<file path="src/rtl/priority_encoder.sv">
// 4-to-2 priority encoder with registered outputs.
// Reports the index of the highest-numbered active request among D3..D0
// together with a valid flag, one clock after the inputs are sampled.
module priority_encoder (
    input  logic clk,
    input  logic rst,
    input  logic D3,
    input  logic D2,
    input  logic D1,
    input  logic D0,
    output logic Y1,
    output logic Y0,
    output logic V
);

    // Encoded index and valid flag, registered once (stage p0).
    logic [1:0] idx_p0;
    logic       vld_p0;

    // Highest active request wins; an all-zero vector yields index 0 with
    // valid low, so consumers must qualify the index with the valid flag.
    function automatic logic [2:0] encode(input logic [3:0] req);
        logic [2:0] res;
        res = 3'b000;
        if (req[3])      res = 3'b111;
        else if (req[2]) res = 3'b101;
        else if (req[1]) res = 3'b011;
        else if (req[0]) res = 3'b001;
        return res;
    endfunction

    // Sample the request lines each edge; reset clears index and valid.
    always_ff @(posedge clk) begin
        if (rst) begin
            idx_p0 <= 2'b00;
            vld_p0 <= 1'b0;
        end else begin
            {idx_p0, vld_p0} <= encode({D3, D2, D1, D0});
        end
    end

    assign Y1 = idx_p0[1];
    assign Y0 = idx_p0[0];
    assign V  = vld_p0;

endmodule

</file>
<file path="config.mk">
export PLATFORM = sky130hd
export DESIGN_NAME = priority_encoder
export DESIGN_NICKNAME = d
export VERILOG_FILES = /design/src/rtl/priority_encoder.sv
export SDC_FILE = /design/constraint.sdc
export NUM_CORES = 1
export LEC_CHECK = 0
export CAP_MARGIN = 40
export CORE_AREA = 2 2 39 41
export CTS_CLUSTER_DIAMETER = 40
export DETAILED_ROUTE_END_ITERATION = 7
export DIE_AREA = 0 0 41 43
export PLACE_DENSITY_LB_ADDON = 0.08
export SYNTH_ARGS = -nofsm -noshare
export SYNTH_HDL_FRONTEND = slang
export SYNTH_SLANG_ARGS = --single-unit
</file>
<file path="constraint.sdc">
create_clock -name clk -period 0.91 [get_ports clk]
set_clock_uncertainty 0.05 [all_clocks]
set_input_delay 0.182 -clock clk [delete_from_list [all_inputs] [get_ports clk]]
set_output_delay 0.182 -clock clk [all_outputs]
set_load 0.01 [all_outputs]
</file>
## Word-level counts from Yosys, hierarchy flattened

Index checks and enable logic that the tools add are counted.

- Bitwise gates (word level): 0
- Mux-type cells: 4
- Div/mod/pow operators: 0
- Reduce and logical (&&, ||, !) cells: 0
- Multipliers: 0
- Equality and inequality tests: 0
- $lt $le $gt $ge: 0
- Shift-type cells: 0
- $add $sub $neg: 0

Operators with widths:

| kind | number |
|---|---|
| 3-bit two-way mux | 2 |
| 2-bit two-way mux | 1 |
| 1-bit two-way mux | 1 |

- Memories kept: 0
- Bits in registers: 3
- Memory bits (writable): 0
- Output and inout bits: 3
- Bits in latches: 0
- Bits in read-only memories: 0
- Input port bits: 6

## Longest topological paths before layout

- Depth after elaboration: 4
- Depth in mapped cells: 2
- Depth with buffers taken out: 2

## Worst setup path after synthesis

Ideal clock, no wire load.

- Path kind: reg-to-output
- Start point: register vld_p0 (netlist: V)
- End point: output port V
- Buffers on the path: 0
- Cell stages (with the launch flop): 1
- Required time: 678 ps
- Setup slack: 347 ps
- Arrival time: 331 ps
- Path through: dfxtp_1

RTL lines:

| item | RTL line | text |
|---|---|---|
| start, declared | 18 | `logic vld_p0;` |
| start signal, assigned | 38 | `{idx_p0, vld_p0} <= encode({D3, D2, D1, D0});` |
| end, declared | 13 | `output logic V` |

No word-level cell between the ends.

## Worst setup path after layout

- Start point: register idx_p0[0]
- End point: output port Y0

RTL lines:

| item | RTL line | text |
|---|---|---|
| start, declared | 17 | `logic [1:0] idx_p0;` |
| start signal, assigned | 38 |  |
| end, declared | 12 | `output logic Y0,` |

No word-level cell between the ends.

==> impl_metrics.yaml <==
final_layout:
  area_growth_pct: 117
  register_area_um2: 60.1
  nFillCells: 161
  drive_above_1_share_pct: 31.8
  final_core_util_pct: 14.9
  antenna_cells: 0
  num-nets-final: 29
  multi_input_area_um2: 31.3
hold_path:
  min_to: "idx_p0[0]$_SDFF_PP0_"
  whs_path_depth: 3
  hp-class: "input pin to flop"
  min-delay-start: "D3"
synth:
  synth_area_um2: 95.1
  synth_area_leaders: "dfxtp_1 63%, nor2_1 12%, a21oi_2 9.2%, nand2b_1 6.6%, a21oi_1 5.3%"
  ys_seq_area_share_pct: 63.2
  syn-instance-count: 10
  yosys.area.top_type: "dfxtp_1"
  synth_fp_nets: 16
  syn_area_per_cell_um2: 9.51
  synth_seq_cells: 3
  ys.warnings.count: 0
  netlist.area_leader.share_pct: 63.2
  synth.distinct_cells: 6
detailed_routing:
  drtIter0Drc: 3
  vias: 98
  avgViaCountPerCell: 2.58
  wl_per_cell_um: 6.61
  drc_errors: 0
  drt-total-wl_um: 251
  firstDrtPassIters: 2
  ant_nets: 0
die:
  rows: 14
  ios: 9
  initial_core_util_pct: 6.87
  die_area_mm2: 0.00176
  die_height_um: 43
  die_width_um: 41
  core-area_mm2: 0.00138
job:
  drv_cap: 0
place:
  dp_slack_ns: -0.132
  port_buffers: 8
  gp_congestion: 0.562
cts:
  numCtsBuffers: 3
  path_clk_slew_ns: 0.04
  h-tree-depth: 1
  post-cts-setup-buffers: 0
  clk_path_buf_depth: 2
  cts.sinks: 3
  cts_tree: "done"
  cts_root_buf: "clkbuf_4"
global_route:
  grt_pass1_wl_um: 324
  grt_max_degree: 4
  grt_overflow: 0
  track_usage_pct: 3.61
  antenna_found_initial: 0
  grt_pass1_vias: 106
outcome:
  status: "complete, no violations"
critical_path:
  arrival_ns: 0.64
  cp_slowest_cell: "dfxtp_1"
  worstPathRequired_ns: 0.68
  cp-start-kind: "flop"
  crit_type: "flop to primary output"
  max_stage_delay_ns: 0.28
  crit_chain: "buf_2"
  crit_family: "flip-flops"
  worstPathBufferInverterCount: 1
  path_max_fanout: 1
  cp-end-kind: "primary output"
timing:
  fin_crit_sh_pct: 95.8
  final-max-slew-violation-count: 0
  worst_slew_pin_slew_ns: 0.138
  hold_violations: 0
  finalHoldWorstSlack_ns: 0.487
  setup_viol: 0
  setup_tns_ns: 0
  rsz0062_at_grt: "no"
  period_minus_slack_ns: 0.871
  relSlewSlack_pct: 90.8
  final.setup.worst_slack_ns: 0.0386
  clock.fmax_ghz: 1.15
power_and_ir_drop:
  ir_drop_mv: 0.261
  power_mw: 0.421
  power_density_mw_per_mm2: 2040
  leakage_nw: 0.0895
[stage by stage]
step                instances  area (µm²)
floorplan                  10        95.1
finish                     38         206
detailed placement         34         195
global placement           34         195
CTS                        38         206
global route               38         206
[cell families after synthesis]
logic type / count (synthesis) / synth area share, %
buf+inv: 1 / 3.94
simple gates: 4 / 18.4
flops: 3 / 63.2
compound gates: 2 / 14.5
[layout make-up]
type                    instances  area share, %
flip-flops and latches          3           29.1
clock buffers                   4           12.7
inverters                       1           1.82
repair buffers                  8           31.5
well taps                      16           9.70
multi-input cells               6           15.2
[Yosys cell counts, drive strengths merged]
cell,instances
a21oi,2
dfxtp,3
inv,1
nand2b,1
nor2,3
[layer usage]
metal | vias to the layer above | global-route usage (%) | wire length (µm)
met1 | 36 | 2.88 | 96
met2 | 8 | 3.75 | 119
met4 | 0 | 10.0 | 0
met5 | - | 0 | 0
met3 | 0 | 0 | 35
li1 | 54 | - | -
[worst max-delay path by stage]
stage	cells past startpoint	from	end
4_1_cts	1	idx_p0[0]$_SDFF_PP0_	Y0
5_1_grt	1	V$_SDFF_PP0_	V
3_5_place_dp	1	idx_p0[1]$_SDFF_PP0_	Y1
6_report	1	idx_p0[0]$_SDFF_PP0_	Y0
3_3_place_gp	1	V$_SDFF_PP0_	V
2_1_floorplan	0	V$_SDFF_PP0_	V
[placed cells by master, fill, tap and decap left out]
master           netlist  routed
buf_2                  0       3
nor2_1                 3       3
dfxtp_1                3       3
inv_1                  1       1
clkdlybuf4s50_1        0       5
clkbuf_1               0       1
nand2b_1               1       1
a21oi_1                1       1
clkbuf_4               0       3
a21oi_2                1       1
[flip-flops by register name (all words and copies together), names as in the netlist]
signal and count:
V 1, idx_p0 2
[power by group]
| part | internal, mW | leakage, nW | switching (mW) | total [mW] |
|---|---|---|---|---|
| combinational | 0.0296 | 0.0493 | 0.0186 | 0.0482 |
| clock | 0.164 | 0.0150 | 0.0664 | 0.231 |
| sequential | 0.141 | 0.0252 | 0.00142 | 0.142 |
| total | 0.335 | 0.0895 | 0.0864 | 0.421 |
[what timing repair did]
item,in CTS,in global routing
resized for setup,12,0
setup endpoints to repair,3,0
hold buffers,0,0
No activity file was read; power rests on OpenSTA's default activity.
